### src/rtl/uabc_acc_seq_pkg.sv
// Shared types and constants for the uabc_acc_seq accumulation sequencer.
// Build option: UABC_SAT_EN selects saturating accumulation.
package uabc_pkg;

  typedef enum logic [1:0] {
    IDLE  = 2'd0,
    ACCUM = 2'd1,
    DONE  = 2'd2
  } state_e;

  localparam int unsigned UIO_START    = 0;
  localparam int unsigned UIO_VALID    = 1;
  localparam int unsigned UIO_BYTE_SEL = 2;
  localparam int unsigned UIO_ABORT    = 3;
  localparam int unsigned UIO_BUSY     = 4;
  localparam int unsigned UIO_DONE     = 5;
  localparam int unsigned UIO_OVF      = 6;
  localparam int unsigned UIO_READY    = 7;

  localparam logic [7:0] UIO_OE_MASK = 8'hF0;

  // a zero count requests the maximum run of 16
  function automatic logic [4:0] cnt_load(
    input logic [3:0] n
  );
    return (n == 4'd0) ? 5'd16 : {1'b0, n};
  endfunction

endpackage

### src/rtl/uabc_acc_seq_if.sv
// TinyTapeout-style pin bundle for the accumulation sequencer.
// Build option: none.
interface uabc_acc_seq_if;

  logic       ena;
  logic [7:0] ui_in;
  logic [7:0] uio_in;
  logic [7:0] uo_out;
  logic [7:0] uio_out;
  logic [7:0] uio_oe;

  modport master (
    output ena,
    output ui_in,
    output uio_in,
    input  uo_out,
    input  uio_out,
    input  uio_oe
  );

  modport slave (
    input  ena,
    input  ui_in,
    input  uio_in,
    output uo_out,
    output uio_out,
    output uio_oe
  );

endinterface

### src/rtl/uabc_acc_dp.sv
// Combinational datapath: operand adder with carry, wrap/saturate, byte mux.
// Build option: UABC_SAT_EN clamps the sum at the maximum on carry out.
module uabc_acc_dp
  import uabc_pkg::*;
#(
  parameter int ACC_W = 10
) (
  input  logic [ACC_W-1:0] acc_i,
  input  logic [7:0]       opnd_i,
  input  logic             byte_sel_i,
  output logic [ACC_W-1:0] sum_o,
  output logic             carry_o,
  output logic [7:0]       byte_o
);

  logic [ACC_W:0] raw;
  logic [15:0]    acc_ext;

  assign raw = {1'b0, acc_i}
             + {{(ACC_W-7){1'b0}}, opnd_i};

  assign carry_o = raw[ACC_W];

`ifdef UABC_SAT_EN
  assign sum_o = carry_o ? '1 : raw[ACC_W-1:0];
`else
  assign sum_o = raw[ACC_W-1:0];
`endif

  // widen so the high view is zero-padded for any ACC_W
  assign acc_ext = 16'(acc_i);

  assign byte_o = byte_sel_i ? acc_ext[15:8]
                             : acc_ext[7:0];

endmodule

### src/rtl/uabc_acc_seq.sv
// Multi-operand accumulation sequencer, TinyTapeout user top.
// Build option: UABC_SAT_EN (saturating accumulator, see uabc_acc_dp).
module uabc_acc_seq
  import uabc_pkg::*;
#(
  parameter int ACC_W = 10
) (
  input logic          clk,
  input logic          rst_n,
  uabc_acc_seq_if.slave bus
);

  state_e           state_q, state_d;
  logic [ACC_W-1:0] acc_q, acc_d;
  logic [4:0]       cnt_q, cnt_d;
  logic             ovf_q, ovf_d;
  logic             done_q, done_d;
  logic             busy_q, busy_d;
  logic             ready_q, ready_d;

  logic             start;
  logic             valid;
  logic             byte_sel;
  logic             abort;
  logic [ACC_W-1:0] sum;
  logic             carry;
  logic [7:0]       out_byte;
  logic [7:0]       status;
  logic             unused_uio;

  assign start    = bus.uio_in[UIO_START];
  assign valid    = bus.uio_in[UIO_VALID];
  assign byte_sel = bus.uio_in[UIO_BYTE_SEL];
  assign abort    = bus.uio_in[UIO_ABORT];

  assign unused_uio = ^bus.uio_in[7:4];

  uabc_acc_dp #(
    .ACC_W(ACC_W)
  ) u_dp (
    .acc_i     (acc_q),
    .opnd_i    (bus.ui_in),
    .byte_sel_i(byte_sel),
    .sum_o     (sum),
    .carry_o   (carry),
    .byte_o    (out_byte)
  );

  always_ff @(posedge clk or negedge rst_n) begin
    if (!rst_n) begin
      state_q <= IDLE;
      acc_q   <= '0;
      cnt_q   <= '0;
      ovf_q   <= 1'b0;
      done_q  <= 1'b0;
      busy_q  <= 1'b0;
      ready_q <= 1'b0;
    end else if (bus.ena) begin
      state_q <= state_d;
      acc_q   <= acc_d;
      cnt_q   <= cnt_d;
      ovf_q   <= ovf_d;
      done_q  <= done_d;
      busy_q  <= busy_d;
      ready_q <= ready_d;
    end
  end

  always_comb begin
    state_d = state_q;
    acc_d   = acc_q;
    cnt_d   = cnt_q;
    ovf_d   = ovf_q;
    done_d  = done_q;
    busy_d  = busy_q;
    ready_d = ready_q;

    // abort wins over start and valid; result is kept
    if (abort) begin
      state_d = IDLE;
      done_d  = 1'b0;
    end else begin
      unique case (state_q)
        IDLE, DONE: begin
          if (start) begin
            acc_d   = '0;
            ovf_d   = 1'b0;
            cnt_d   = cnt_load(bus.ui_in[3:0]);
            done_d  = 1'b0;
            state_d = ACCUM;
          end
        end
        ACCUM: begin
          if (valid) begin
            acc_d = sum;
            ovf_d = ovf_q | carry;
            cnt_d = cnt_q - 5'd1;
            if (cnt_q == 5'd1) begin
              state_d = DONE;
              done_d  = 1'b1;
            end
          end
        end
        default: state_d = IDLE;
      endcase
    end

    // status flags are registered copies of the next state
    busy_d  = (state_d == ACCUM);
    ready_d = (state_d == ACCUM);
  end

  always_comb begin
    status            = '0;
    status[UIO_BUSY]  = busy_q;
    status[UIO_DONE]  = done_q;
    status[UIO_OVF]   = ovf_q;
    status[UIO_READY] = ready_q;
  end

  assign bus.uo_out  = out_byte;
  assign bus.uio_out = status;
  assign bus.uio_oe  = UIO_OE_MASK;

endmodule

### src/flat_wrapper.sv
// flat-port wrapper written by rule: the top's interface ports become plain ports
module uabc_acc_seq_flat import uabc_pkg::*;
#(
  parameter int ACC_W = 10
)
  (clk, rst_n, bus_ena, bus_ui_in, bus_uio_in, bus_uo_out, bus_uio_out, bus_uio_oe);
  uabc_acc_seq_if bus_i ();
  input logic clk;
  input logic rst_n;
  input wire logic [$bits(bus_i.ena)-1:0] bus_ena;
  input wire logic [$bits(bus_i.ui_in)-1:0] bus_ui_in;
  input wire logic [$bits(bus_i.uio_in)-1:0] bus_uio_in;
  output wire logic [$bits(bus_i.uo_out)-1:0] bus_uo_out;
  output wire logic [$bits(bus_i.uio_out)-1:0] bus_uio_out;
  output wire logic [$bits(bus_i.uio_oe)-1:0] bus_uio_oe;
  assign bus_i.ena = bus_ena;
  assign bus_i.ui_in = bus_ui_in;
  assign bus_i.uio_in = bus_uio_in;
  assign bus_uo_out = bus_i.uo_out;
  assign bus_uio_out = bus_i.uio_out;
  assign bus_uio_oe = bus_i.uio_oe;
  uabc_acc_seq #(.ACC_W(ACC_W)) u_core (.clk(clk), .rst_n(rst_n), .bus(bus_i));
endmodule
### config.mk
export PLATFORM = sky130hd
export DESIGN_NAME = uabc_acc_seq_flat
export DESIGN_NICKNAME = d
export VERILOG_FILES = /design/src/rtl/uabc_acc_seq_pkg.sv /design/src/rtl/uabc_acc_seq_if.sv /design/src/rtl/uabc_acc_dp.sv /design/src/rtl/uabc_acc_seq.sv /design/src/flat_wrapper.sv
export SDC_FILE = /design/constraint.sdc
export NUM_CORES = 1
export LEC_CHECK = 0
export CAP_MARGIN = 0
export CORE_ASPECT_RATIO = 0.8
export CORE_MARGIN = 2
export CORE_UTILIZATION = 32
export CTS_CLUSTER_DIAMETER = 60
export DETAILED_ROUTE_END_ITERATION = 12
export SETUP_SLACK_MARGIN = 0.15
export SLEW_MARGIN = 15
export SYNTH_ARGS = -nofsm -noshare
export SYNTH_HDL_FRONTEND = slang
export SYNTH_SLANG_ARGS = --single-unit
### constraint.sdc
create_clock -name clk -period 6.3 [get_ports clk]
set_clock_uncertainty 0.1 [all_clocks]
set_input_delay 1.575 -clock clk [delete_from_list [all_inputs] [get_ports clk]]
set_output_delay 1.575 -clock clk [all_outputs]
set_load 0.05 [all_outputs]
-- Yosys cells after proc, flatten, opt, wreduce, memory -nomap -nowiden
Index checks and enable logic that the tools add are counted.
- bits in registers: 20
- input port bits: 19
- $add $sub $neg: 2
- eq/ne operators: 9
- multiplexer cells: 20
- bitwise gates (word level): 2
- reduce and logical (&&, ||, !) cells: 7
- operators by type and width (kind ; number):
    two-way mux 10 bit ; 2
    case mux 10 bit (2 select lines) ; 1
    two-way mux 5 bit ; 3
    adder 10 x 8 -> 11 bit ; 1
    case mux 5 bit (2 select lines) ; 1
    AND reduction 5 bit ; 2
    two-way mux 2 bit ; 4
    two-way mux 8 bit ; 1
    != test 3 bit (second input constant) ; 2
    == test 5 x 1 -> 1 bit (second input constant) ; 1
    two-way mux 1 bit ; 5
    subtractor 5 x 1 -> 5 bit (second input constant) ; 1
    == test 2 x 1 -> 1 bit (second input constant) ; 2
    logical NOT 4 bit ; 1
    != test 2 bit (second input constant) ; 2
    case mux 1 bit (2 select lines) ; 2
    case mux 2 bit (2 select lines) ; 1
    != test 3 x 2 -> 1 bit (second input constant) ; 1
    nonzero test 3 bit ; 1
    == test 2 bit (second input constant) ; 1
    logical NOT 2 bit ; 1
    nonzero test 2 bit ; 1
    OR reduction 2 bit ; 1
    inverter 1 bit ; 1
    bitwise OR 1 bit ; 1

-- Logic depth before layout (Yosys ltp)
- depth in word-level cells: 6
- mapped depth: 8

-- Hierarchy
Synthesis repeated with hierarchy kept, for this count alone.
- cells, all modules: 202
- area total of the unflattened synthesis: 1626.6 um2
- modules (own cells, without submodules) (module ; times used ; cells an instance ; area an instance (um2) ; sequential area each (um2)):
    uabc_acc_seq ; 1 ; 130 ; 1114.8 ; 500.5
    uabc_acc_dp ; 1 ; 72 ; 511.7 ; 0.0

-- Worst setup path after synthesis
Ideal clock, no wire load.
- path type: input-to-output
- start: input port bus_uio_in[2]
- end: output port bus_uo_out[1]
- arrival: 2.661 ns
- required time: 4.625 ns
- setup slack: 1.964 ns
- stages: 1
- path buffers: 0
- cell sequence: o21ai_0
- word-level cells in the longest chain between the ends: 1
- ends and longest elaborated chain (element ; RTL line ; text):
    start: declaration ; flat_wrapper.sv:12 ; input wire logic [$bits(bus_i.uio_in)-1:0] bus_uio_in;
    two-way mux 8 bit ; uabc_acc_dp.sv:33 ; assign byte_o = byte_sel_i ? acc_ext[15:8]
    end: declaration ; flat_wrapper.sv:13 ; output wire logic [$bits(bus_i.uo_out)-1:0] bus_uo_out;
No other way between the ends.

-- Worst setup path after layout
- start: input port bus_uio_in[2]
- end: output port bus_uo_out[0]
Same word-level chain as after synthesis.

==> flow_metrics.py <==
metrics = {
    "synth": {
        "synth.top_cell.area_share": 0.3419,
        "yosysTopAreaCell": "dfrtp_1",
        "yosysWarningCount": 0,
        "synth-seq-area-share": 0.3419,
        "synth_commonest_cells": "dfrtp_1, buf_4, o21ai_0, nand2_1",
        "synth.ff_latch_count": 20,
        "synthCells": 163,
        "main_flop_type_after_synthesis": "dfrtp_1",
        "syn_area_sq_um": 1464,
        "synth.lib_cells_used.distinct": 40,
        "netlist_top_cells_area": "dfrtp_1, ha_1, buf_4",
        "synth-edff-count": 0,
        "synth_area_per_cell_sq_um": 8.981,
        "cell_with_the_most_instances_after_synthesis": "dfrtp_1",
        "async_reset_ff_frac": 1.000,
    },
    "setup_path": {
        "timing_worst_setup_path_type": "in -> out",
        "arrival_ns": 3.38,
        "worst_endpoint_required_time_ns": 4.62,
        "path_cells": "clkdlybuf4s50_1, mux2_2, clkdlybuf4s50_1",
        "startpoint_type": "primary input",
        "ff2ff_path_depth": 8,
        "crit_family": "buffers and inverters",
        "cell_with_the_largest_stage_delay_on_the_worst_path": "clkdlybuf4s50_1",
        "cp_max_stage_delay_ns": 0.71,
        "critPathBufInv": 2,
        "endpoint_kind": "output pin",
        "crit_path_frequent_cell": "clkdlybuf4s50_1",
        "timing.critical_path.depth": 3,
        "crit_path_max_fanout": 9,
    },
    "die": {
        "dieHeight_um": 64.50,
        "chipWidth_um": 79.62,
        "start_util": 0.3418,
        "core_footprint_sq_um": 4283,
        "num_rows": 21,
        "dieArea_sq_um": 5135,
        "io_pins": 43,
    },
    "layout": {
        "core_utilization_of_the_finished_layout": 0.4070,
        "num_antenna_cells": 0,
        "post_route_cells_drive_above_1_share": 0.03784,
        "final_cell_count_without_fillers": 242,
        "num-fill-cells": 432,
        "area_growth_pct": 19.06,
        "layout.nets": 217,
        "ff_latch_area_sq_um": 500.5,
        "multi_input_comb_area_sq_um": 832.0,
    },
    "power": {
        "sequentialPowerShare": 0.373,
        "switchingPower_mw": 0.2022,
        "ir_worst_vdd_uv": 112.3,
        "switching_share": 0.4134,
        "power_frac_clock": 0.173,
        "p_int_mw": 0.2869,
        "combPwrFrac": 0.454,
        "power_density_cells_nw_per_um2": 280.6,
        "total_leakage_power_nw": 0.7602,
    },
    "timing": {
        "worstMarginPinSlew_ns": 0.9195,
        "setup_violations": 0,
        "totalNegativeSetupSlack_ns": 0,
        "layout_worst_path_cycle_share": 0.8022,
        "timing_max_transition_violations_final": 0,
        "timing.max_slew.rel_slack": 0.3851,
        "setup_slack_ns": 1.246,
        "hold_violations": 0,
        "rsz_0062_raised_after_global_routing": "no",
        "fmaxAchievable_mhz": 197.9,
        "layout_min_cycle_time_ns": 5.054,
    },
    "routing": {
        "drt.antenna.violating_nets": 0,
        "detail_route.drc_violations": 0,
        "dr.first_iter.drc_count": 56,
        "wl_per_cell_um": 12.83,
        "vias_per_cell": 4.781,
        "via_count": 1157,
        "first_pass_iters": 4,
        "wl_um": 3106,
    },
    "place": {
        "place.detailed.hpwl_um": 2330,
        "globalplace.congestion": 0.8436,
        "pre_cts_ws_ns": 1.231,
        "port_buffers": 26,
        "dp_cells": 239,
    },
    "grt": {
        "gr-usage-met1": 0.1862,
        "grt_first_pass_wirelength_um": 5209,
        "grt_busiest_layer": "met2",
        "first_global_vias": 1112,
        "grt_max_degree": 21,
        "gr-usage-met3": 0.04318,
        "overflow": 0,
        "groute.usage.overall": 0.1302,
        "antenna_violations_before_repair": 0,
        "grt_util_met2": 0.1901,
    },
    "clock_network": {
        "num_cts_buffers": 3,
        "cts_post_setup_buffers_inserted": 0,
        "buffer_levels_on_the_longest_clock_path": 2,
        "clock_tree_from_tritoncts": "yes",
        "num_clock_sinks": 20,
        "path_clk_slew_ns": 0.08,
        "cts_hold_repair.buffers": 0,
        "clock_latency_ns": 0.26,
        "cts_repair_resize_count": 0,
        "cts-root-buf": "clkbuf_8",
        "level_count_of_the_clock_h_tree": 1,
    },
    "hold_path": {
        "min-delay-path-class": "reg -> reg",
        "holdPathStages": 2,
    },
    "job": {
        "timing.max_cap.violations": 0,
    },
    "outcome": {
        "outcome": "complete, no violations",
    },
}
## path summary, 6_finish.rpt
path,startpoint,endpoint,slack (ns)
worst max register to register,u_core.acc_q[0],u_core.acc_q[8],4.06
worst max-delay path,bus_uio_in[2],bus_uo_out[0],1.25
max in group asynchronous,rst_n,u_core.acc_q[5],3.81
worst min register to register,u_core.acc_q[4],u_core.acc_q[4],0.41
min in group asynchronous,rst_n,u_core.cnt_q[2],1.73
worst min-delay path,u_core.acc_q[4],u_core.acc_q[4],0.41
## layer usage
metal | share of wire | wire [um]
met1 | 0.51 | 1572
met5 | 0 | 0
met3 | 0.059 | 182
met4 | 0.0052 | 16
met2 | 0.43 | 1335
## tightest hold or removal path, cell delays in order (launching register included)
cell and delay, ns:
dfrtp_1 0.36, nand2_1 0.05, o21ai_0 0.07
## cells in the final DEF, fill, tap and decap left out, types with 2 or more instances in the layout
cell type        count
a21o_1               3
a21oi_1              7
a22o_1               2
a31oi_1              3
and2_1               2
clkbuf_8             3
clkdlybuf4s50_1     26
conb_1              12
dfrtp_1             20
ha_1                10
inv_1               10
mux2_2               2
nand2_1             12
nand2b_1             3
nand3_1              6
nor2_1               7
nor2b_1             10
nor3_1               4
o21ai_0             15
o22ai_1              2
xnor2_1              3
xor2_1               5
## metrics by stage
step	area, sq um	hold slack [ns]	power [mW]
after floorplan	1501	0.3656	0.3566
after global placement	1702	0.3925	0.4039
after detailed placement	1702	0.3966	0.4057
after CTS	1743	0.4140	0.4919
after global routing	1743	0.4433	0.5259
final	1743	0.4116	0.4891
## layout make-up
type	instances	area share
clock buffers	3	0.02369
inverters	10	0.02154
multi-input cells	126	0.4774
flip-flops and latches	20	0.2872
well taps	57	0.04092
repair buffers	26	0.1493
## power groups by stage
stage	clock, mW	sequential [mW]	combinational (mW)
floorplan	0	0.178	0.179
global placement	0	0.184	0.220
detailed placement	0	0.185	0.221
CTS	0.0868	0.182	0.223
global route	0.0931	0.187	0.246
finish	0.0848	0.182	0.222
## logic make-up (layout without fill, tap and decap cells)
family | count (synthesis) | after routing | share of synthesized area
adder cells (fa/ha/maj) | 11 | 11 | 0.09915
multiplexers | 3 | 3 | 0.02308
XOR/XNOR | 8 | 8 | 0.04787
AND/OR/NAND/NOR | 49 | 49 | 0.1812
other | 2 | 12 | 0.005130
buffers and inverters | 27 | 39 | 0.1154
AO/OA/AOI/OAI | 43 | 43 | 0.1863
flip-flops | 20 | 20 | 0.3419
## state kept, by name, summed over array words and instances, names as in the netlist
signal	cells
u_core.done_q	1
u_core.ovf_q	1
u_core.acc_q	10
u_core.state_q	2
u_core.cnt_q	5
u_core.busy_q	1
Power figures use the tool's default switching activity.
